<file path="src/rtl/cprv_pkg.sv">
`default_nettype none
// ============================================================================
// Module      : cprv_pkg
// Description : Shared definitions for the cprv load/store unit: opcodes,
//               funct3 encodings, LSU state type and access-size helpers.
// Revision    : 1.0 - initial release
// ============================================================================
package cprv_pkg;

    localparam logic [6:0] c_OPC_LOAD  = 7'b0000011;
    localparam logic [6:0] c_OPC_STORE = 7'b0100011;

    localparam logic [2:0] c_F3_LB  = 3'b000;
    localparam logic [2:0] c_F3_LH  = 3'b001;
    localparam logic [2:0] c_F3_LW  = 3'b010;
    localparam logic [2:0] c_F3_LD  = 3'b011;
    localparam logic [2:0] c_F3_LBU = 3'b100;
    localparam logic [2:0] c_F3_LHU = 3'b101;
    localparam logic [2:0] c_F3_LWU = 3'b110;

    localparam logic [2:0] c_F3_SB  = 3'b000;
    localparam logic [2:0] c_F3_SH  = 3'b001;
    localparam logic [2:0] c_F3_SW  = 3'b010;
    localparam logic [2:0] c_F3_SD  = 3'b011;

    typedef enum logic [1:0] {
        IDLE = 2'd0,
        REQ  = 2'd1,
        WAIT = 2'd2,
        DONE = 2'd3
    } lsu_state_t;

    // Byte-enable pattern for an access of 2**size_log2 bytes at lane 0.
    function automatic logic [7:0] size_mask(input logic [1:0] size_log2);
        logic [7:0] mask;
        case (size_log2)
            2'd0:    mask = 8'h01;
            2'd1:    mask = 8'h03;
            2'd2:    mask = 8'h0F;
            default: mask = 8'hFF;
        endcase
        return mask;
    endfunction

    // Offset bits that must be zero for a naturally aligned access.
    function automatic logic [2:0] align_low_mask(input logic [1:0] size_log2);
        logic [2:0] mask;
        case (size_log2)
            2'd0:    mask = 3'b000;
            2'd1:    mask = 3'b001;
            2'd2:    mask = 3'b011;
            default: mask = 3'b111;
        endcase
        return mask;
    endfunction

    // log2 access size; undefined encodings collapse onto the doubleword form.
    function automatic logic [1:0] access_size(input logic is_store, input logic [2:0] funct3);
        logic [1:0] size_log2;
        if (is_store) begin
            size_log2 = funct3[2] ? 2'd3 : funct3[1:0];
        end else begin
            size_log2 = (funct3 == 3'b111) ? 2'd3 : funct3[1:0];
        end
        return size_log2;
    endfunction

    function automatic logic funct3_invalid(input logic is_store, input logic [2:0] funct3);
        return is_store ? funct3[2] : (funct3 == 3'b111);
    endfunction

endpackage
`default_nettype wire

</file>
<file path="src/rtl/cprv_lsu_align.sv">
`default_nettype none
// ============================================================================
// Module      : cprv_lsu_align
// Description : Combinational lane alignment for the LSU: store byte strobes
//               and lane-shifted store data, load extraction and extension.
// Revision    : 1.0 - initial release
// ============================================================================
module cprv_lsu_align
    import cprv_pkg::*;
#(
    parameter int DATA_WIDTH = 64,
    parameter int STRB_WIDTH = DATA_WIDTH / 8
) (
    input  logic [1:0]            i_size,
    input  logic                  i_unsigned,
    input  logic [2:0]            i_offset,
    input  logic [DATA_WIDTH-1:0] i_store_data,
    input  logic [DATA_WIDTH-1:0] i_load_raw,
    output logic [STRB_WIDTH-1:0] o_store_strb,
    output logic [DATA_WIDTH-1:0] o_store_lane,
    output logic [DATA_WIDTH-1:0] o_load_data
);

    logic [5:0]            w_bit_shift;
    logic [7:0]            w_mask;
    logic [DATA_WIDTH-1:0] w_shifted;

    assign w_bit_shift  = {i_offset, 3'b000};
    assign w_mask       = size_mask(i_size);
    assign o_store_strb = STRB_WIDTH'(w_mask) << i_offset;
    assign o_store_lane = i_store_data << w_bit_shift;
    assign w_shifted    = i_load_raw >> w_bit_shift;

    // Keep the accessed field at bit 0 and fill the upper bits per signedness.
    always_comb begin
        o_load_data = w_shifted;
        case (i_size)
            2'd0: o_load_data = {{(DATA_WIDTH-8){w_shifted[7] & ~i_unsigned}}, w_shifted[7:0]};
            2'd1: o_load_data = {{(DATA_WIDTH-16){w_shifted[15] & ~i_unsigned}}, w_shifted[15:0]};
            2'd2: o_load_data = {{(DATA_WIDTH-32){w_shifted[31] & ~i_unsigned}}, w_shifted[31:0]};
            default: o_load_data = w_shifted;
        endcase
    end

endmodule
`default_nettype wire

</file>
<file path="src/rtl/cprv_lsu.sv">
`default_nettype none
// ============================================================================
// Module      : cprv_lsu
// Description : RV64 load/store unit. Accepts one request at a time, issues a
//               single doubleword memory access and returns a one-cycle
//               writeback pulse. Optional misaligned/invalid-access trap is
//               enabled with the macro CPRV_LSU_MISALIGN_TRAP_EN.
// Revision    : 1.0 - initial release
// ============================================================================
module cprv_lsu
    import cprv_pkg::*;
#(
    parameter int DATA_WIDTH    = 64,
    parameter int ADDR_WIDTH    = 64,
    parameter int FUNCT3_WIDTH  = 3,
    parameter int REGADDR_WIDTH = 5,
    parameter int STRB_WIDTH    = DATA_WIDTH / 8
) (
    input  logic                     clk,
    input  logic                     rst,
    input  logic                     req_valid,
    output logic                     req_ready,
    input  logic                     req_store,
    input  logic [FUNCT3_WIDTH-1:0]  req_funct3,
    input  logic [ADDR_WIDTH-1:0]    req_addr,
    input  logic [DATA_WIDTH-1:0]    req_wdata,
    input  logic [REGADDR_WIDTH-1:0] req_rd,
    output logic                     mem_valid,
    input  logic                     mem_ready,
    output logic                     mem_we,
    output logic [ADDR_WIDTH-1:0]    mem_addr,
    output logic [STRB_WIDTH-1:0]    mem_wstrb,
    output logic [DATA_WIDTH-1:0]    mem_wdata,
    input  logic                     mem_rvalid,
    input  logic [DATA_WIDTH-1:0]    mem_rdata,
    output logic                     wb_valid,
    output logic                     wb_we,
    output logic [REGADDR_WIDTH-1:0] wb_rd,
    output logic [DATA_WIDTH-1:0]    wb_data,
    output logic                     wb_fault
);

    lsu_state_t                 r_state;
    lsu_state_t                 w_next_state;
    logic                       r_store;
    logic [FUNCT3_WIDTH-1:0]    r_funct3;
    logic [ADDR_WIDTH-1:0]      r_addr;
    logic [DATA_WIDTH-1:0]      r_wdata;
    logic [REGADDR_WIDTH-1:0]   r_rd;
    logic [DATA_WIDTH-1:0]      r_wb_data;

    logic                       w_accept;
    logic [1:0]                 w_size;
    logic [2:0]                 w_offset;
    logic                       w_req_fault;
    logic                       r_fault;
    logic [STRB_WIDTH-1:0]      w_store_strb;
    logic [DATA_WIDTH-1:0]      w_store_lane;
    logic [DATA_WIDTH-1:0]      w_load_data;

    assign w_accept = (r_state == IDLE) && req_valid;
    assign w_size   = access_size(r_store, r_funct3);

`ifdef CPRV_LSU_MISALIGN_TRAP_EN
    logic [1:0] w_req_size;

    assign w_req_size  = access_size(req_store, req_funct3);
    assign w_req_fault = funct3_invalid(req_store, req_funct3)
                       | (|(req_addr[2:0] & align_low_mask(w_req_size)));
    // Only aligned requests reach memory, so the raw offset is already legal.
    assign w_offset    = r_addr[2:0];

    // Fault verdict travels with the request so DONE can report it.
    always_ff @(posedge clk or posedge rst) begin
        if (rst) begin
            r_fault <= 1'b0;
        end else if (w_accept) begin
            r_fault <= w_req_fault;
        end
    end
`else
    assign w_req_fault = 1'b0;
    assign r_fault     = 1'b0;
    // Drop the misaligned low bits so the access stays inside its natural slot.
    assign w_offset    = r_addr[2:0] & ~align_low_mask(w_size);
`endif

    cprv_lsu_align #(
        .DATA_WIDTH (DATA_WIDTH),
        .STRB_WIDTH (STRB_WIDTH)
    ) u_align (
        .i_size       (w_size),
        .i_unsigned   (r_funct3[2]),
        .i_offset     (w_offset),
        .i_store_data (r_wdata),
        .i_load_raw   (mem_rdata),
        .o_store_strb (w_store_strb),
        .o_store_lane (w_store_lane),
        .o_load_data  (w_load_data)
    );

    // State register.
    always_ff @(posedge clk or posedge rst) begin
        if (rst) begin
            r_state <= IDLE;
        end else begin
            r_state <= w_next_state;
        end
    end

    // Request capture and load result register; result clears on accept so
    // stores and faults report zero data.
    always_ff @(posedge clk or posedge rst) begin
        if (rst) begin
            r_store   <= 1'b0;
            r_funct3  <= '0;
            r_addr    <= '0;
            r_wdata   <= '0;
            r_rd      <= '0;
            r_wb_data <= '0;
        end else if (w_accept) begin
            r_store   <= req_store;
            r_funct3  <= req_funct3;
            r_addr    <= req_addr;
            r_wdata   <= req_wdata;
            r_rd      <= req_rd;
            r_wb_data <= '0;
        end else if ((r_state == WAIT) && mem_rvalid) begin
            r_wb_data <= w_load_data;
        end
    end

    // Next-state and per-state outputs; everything idles at zero.
    always_comb begin
        w_next_state = r_state;
        req_ready    = 1'b0;
        mem_valid    = 1'b0;
        mem_we       = 1'b0;
        mem_addr     = '0;
        mem_wstrb    = '0;
        mem_wdata    = '0;
        wb_valid     = 1'b0;
        wb_we        = 1'b0;
        wb_rd        = '0;
        wb_data      = '0;
        wb_fault     = 1'b0;
        case (r_state)
            IDLE: begin
                req_ready = 1'b1;
                if (req_valid) begin
                    w_next_state = w_req_fault ? DONE : REQ;
                end
            end
            REQ: begin
                mem_valid = 1'b1;
                mem_we    = r_store;
                mem_addr  = {r_addr[ADDR_WIDTH-1:3], 3'b000};
                if (r_store) begin
                    mem_wstrb = w_store_strb;
                    mem_wdata = w_store_lane;
                end
                if (mem_ready) begin
                    w_next_state = r_store ? DONE : WAIT;
                end
            end
            WAIT: begin
                if (mem_rvalid) begin
                    w_next_state = DONE;
                end
            end
            DONE: begin
                wb_valid     = 1'b1;
                wb_we        = ~r_store & ~r_fault;
                wb_rd        = r_rd;
                wb_data      = r_wb_data;
                wb_fault     = r_fault;
                w_next_state = IDLE;
            end
            default: w_next_state = IDLE;
        endcase
    end

endmodule
`default_nettype wire

</file>
<file path="config.mk">
export PLATFORM = sky130hd
export DESIGN_NAME = cprv_lsu
export DESIGN_NICKNAME = d
export VERILOG_FILES = /design/src/rtl/cprv_pkg.sv /design/src/rtl/cprv_lsu_align.sv /design/src/rtl/cprv_lsu.sv
export SDC_FILE = /design/constraint.sdc
export NUM_CORES = 1
export LEC_CHECK = 0
export ABC_AREA = 1
export CAP_MARGIN = 10
export CORE_MARGIN = 8
export CORE_UTILIZATION = 39
export DETAILED_ROUTE_END_ITERATION = 7
export PLACE_DENSITY = 0.72
export REMOVE_ABC_BUFFERS = 1
export SYNTH_ARGS = -nofsm -noshare
export SYNTH_HDL_FRONTEND = slang
export SYNTH_HIERARCHICAL = 1
export SYNTH_SLANG_ARGS = --single-unit
</file>
<file path="constraint.sdc">
create_clock -name clk -period 14.3 [get_ports clk]
set_input_delay 2.145 -clock clk [delete_from_list [all_inputs] [get_ports clk]]
set_output_delay 2.145 -clock clk [all_outputs]
set_load 0.02 [all_outputs]
</file>
==> run_results.csv <==
group,metric,value,unit
status,status,"completed",
route,routed_via_density,5.255,
cts,clockRootBuffer,"clkbuf_16",
power_and_ir_drop,vdd_ir_drop_max,0.1177,mV
timing,final.setup_skew,0.01604,ns
timing,timing.setup.tns,0,ns
worst_setup_path,ff2ff_setup_slack,8.94,ns
timing,max_slew_margin,23.98,%
timing,post-route-period-util,52.10,%
cts,ctsHoldBuffers,0,
worst_setup_path,crit_start,"r_store$_DFFE_PP0P_",
cts,clk_pin_slew,0.06,ns
worst_setup_path,critPathSlowestCell,"buf_4",
cts,cts.sinks,203,
worst_setup_path,crit_chain,"nand2_1 -> nand2_1 -> nor3_2 -> buf_4 -> buf_4 -> inv_2 -> buf_4 -> o21ai_0 -> a21oi_1 -> o22ai_1 -> inv_1 -> nor2_1 -> clkdlybuf4s50_1",
cts,cts_tree,"yes",
placement,dpl_cell_area,17860,sq um
cells_and_area,stdcell_area,18760,sq um
worst_setup_path,reg2reg_depth,16,
route,drtIter0Drc,1325,
worst_setup_path,endpoint,"mem_wstrb[6]",
worst_setup_path,r2r_start,"r_store$_DFFE_PP0P_",
logic_synthesis,synth_seq_cells,203,
cts,htree_levels,1,
worst_hold_path,holdCritPathClass,"register to register",
timing,finalHoldViolations,0,
die,die_h,205.0,um
worst_setup_path,end_kind,"output port",
cts,numCtsBuffers,25,
logic_synthesis,synth_compound_area_share,7.394,%
power_and_ir_drop,p_per_area,220.7,nW/um^2
die,start_util,39.34,%
logic_synthesis,synth.mux.area_fraction,1.581,%
timing,rsz0062_at_grt,"false",
grt,grt_pass1_vias,15200,
cts,post_cts_resized,0,
cells_and_area,fin_util,52.99,%
route,routedWlPerCell,18.38,um
logic_synthesis,ys_warn_count,6,
cells_and_area,drive_gt1_share,3.903,%
logic_synthesis,synth_area_per_cell,6.391,sq um
die,io_pins,417,
grt,grt_pass1_wl,84.42,mm
placement,port_buffers,412,
cts,cts_setup_buffers,0,
cells_and_area,area_growth_syn_to_layout,34.70,%
logic_synthesis,synthXorXnorAreaFrac,0,%
logic_synthesis,ys_seq_area_share,36.48,%
timing,whs,0.4702,ns
logic_synthesis,synth_cells,2179,
timing,post-route-min-period,7.450,ns
route,ant_nets,0,
power_and_ir_drop,fin_total_pwr,0.004140,W
die,std_cell_rows,69,
timing,setup_viol,0,
die,fp.dieW,205.0,um
logic_synthesis,synthAdderAreaFrac,0.4492,%
placement,place.gp.congestion,0.8941,
power_and_ir_drop,cellLeakagePower,9.935,nW
route,routed_wl,54.22,mm
timing,max_freq,134.2,MHz
logic_synthesis,synthesis.area,13930,sq um
grt,antenna_found_initial,8,
cts,cts_buffer_depth,3,
grt,grt_max_degree,180,
die,die_area,42010,sq um
logic_synthesis,synth_cell_types,31,
timing,worstMarginPinSlew,1.140,ns
route,drc_errors,0,
die,core,35400,sq um
worst_setup_path,slowest_delay,0.76,ns
grt,groute.usage.overall,24.87,%
worst_setup_path,crit_path_frequent_cell,"buf_4",
timing,drv_slew,0,
worst_setup_path,path_max_fanout,75,
worst_setup_path,r2r-end,"r_wb_data[50]$_DFFE_PP0P_",
worst_setup_path,cp-start-kind,"register",
worst_setup_path,critPathRequiredTime,12.15,ns
logic_synthesis,synth_top_family_by_area,"simple AND/OR/NAND/NOR gates",
cts,insertion_delay,0.54,ns
logic_synthesis,yosys.area_share.simple,39.87,%
placement,hpwl,37.00,mm
grt,grt-ovfl-total,0,
route,vias,15500,
route,firstDrtPassIters,7,
cells_and_area,fin_nets,2677,
job,maxCapViolCount,0,
worst_setup_path,worstSetupPathType,"register to output port",
worst_setup_path,cp_data_arrival_time,5.30,ns
[Yosys cell counts]
library cell / number / area, sq um
a21oi_1: 24 / 120.1
buf_1: 13 / 48.80
buf_2: 79 / 395.4
buf_4: 35 / 262.8
buf_6: 9 / 101.4
buf_8: 2 / 30.03
clkbuf_1: 37 / 138.9
clkinv_1: 2 / 7.510
conb_1: 1 / 3.750
dfrtp_1: 203 / 5080
ha_1: 5 / 62.56
inv_1: 261 / 979.7
inv_2: 2 / 7.510
inv_4: 1 / 6.260
mux2i_1: 22 / 220.2
nand2_1: 794 / 2980
nand2_2: 3 / 18.77
nand2_4: 1 / 11.26
nand2_8: 1 / 20.02
nand3_1: 346 / 1732
nand3_2: 1 / 10.01
nand4_1: 33 / 206.5
nor2_1: 127 / 476.7
nor2_4: 2 / 22.52
nor3_1: 1 / 5.000
o211ai_1: 28 / 210.2
o21ai_0: 102 / 510.5
o21ai_1: 18 / 90.09
o22ai_1: 11 / 68.82
o31ai_1: 4 / 30.03
or2_2: 11 / 68.82
[routing by layer]
| layer | wire length [um] | track usage, % |
|---|---|---|
| met1 | 21600 | 31.48 |
| met2 | 24650 | 40.11 |
| met3 | 6351 | 8.270 |
| met4 | 1550 | 6.842 |
| met5 | 60 | 0 |
[critical path: cells and delay by family, from the launching register on]
kind / cells / cell delay [ns]
AO/OA/AOI/OAI: 3 / 0.63
AND/OR/NAND/NOR: 4 / 1.10
buffers and inverters: 6 / 2.54
flip-flops: 1 / 0.43
[power by group]
group	switching [W]	internal, W
registers	0.000164	0.000834
clock network	0.000269	0.000416
logic	0.00162	0.000836
[cell families after synthesis]
group / after synthesis
AND/OR/NAND/NOR: 1320
buffers and inverters: 441
flip-flops: 203
AO/OA/AOI/OAI: 187
multiplexers: 22
adder cells (fa/ha/maj): 5
other: 1
[flip-flops by register name, indices dropped and copies added, names as in the netlist]
register,cells
r_rd,5
r_wdata,64
r_addr,64
r_funct3,3
r_state,2
r_wb_data,64
r_store,1
[placed cells by master (no fill, tap or decap), drive strengths merged, types with 5 or more instances in the layout]
| cell type | synthesis | layout |
|---|---|---|
| dfrtp | 203 | 203 |
| buf | 138 | 21 |
| nor2 | 129 | 129 |
| clkinv | 2 | 8 |
| o22ai | 11 | 11 |
| nand2 | 799 | 799 |
| mux2i | 22 | 22 |
| or2 | 11 | 11 |
| o211ai | 28 | 28 |
| nand3 | 347 | 347 |
| nand4 | 33 | 33 |
| ha | 5 | 5 |
| o21ai | 120 | 120 |
| clkbuf | 37 | 32 |
| clkdlybuf4s50 | 0 | 411 |
| a21oi | 24 | 24 |
| inv | 264 | 267 |
[worst min path at each step]
stage / startpoint / end / slack (ns) / cells past startpoint
2_1_floorplan: r_addr[10]$_DFFE_PP0P_ / r_addr[10]$_DFFE_PP0P_ / 0.44 / 2
3_3_place_gp: r_rd[3]$_DFFE_PP0P_ / r_rd[3]$_DFFE_PP0P_ / 0.45 / 2
3_5_place_dp: r_addr[26]$_DFFE_PP0P_ / r_addr[26]$_DFFE_PP0P_ / 0.46 / 2
4_1_cts: r_addr[11]$_DFFE_PP0P_ / r_addr[11]$_DFFE_PP0P_ / 0.47 / 2
5_1_grt: r_addr[60]$_DFFE_PP0P_ / r_addr[60]$_DFFE_PP0P_ / 0.49 / 2
6_report: r_addr[29]$_DFFE_PP0P_ / r_addr[29]$_DFFE_PP0P_ / 0.47 / 2
[area by class of cell]
cell class / count / area [sq um]
repair buffers: 432 / 4272
diodes: 4 / 10.01
fillers: 3537 / 16640
multi-input cells: 1538 / 6928
flip-flops and latches: 203 / 5080
clock inverters: 14 / 191.4
well taps: 461 / 576.8
inverters: 266 / 1008
clock buffers: 32 / 691.9
[through the flow]
stage | std cells | worst slack [ns]
after global routing | 2948 | 6.540
final | 2950 | 6.850
after detailed placement | 2900 | 7.453
after global placement | 2900 | 7.540
after CTS | 2946 | 6.866
after floorplan | 2007 | -0.8490
Note: power is estimated with default switching activity, not from simulation.
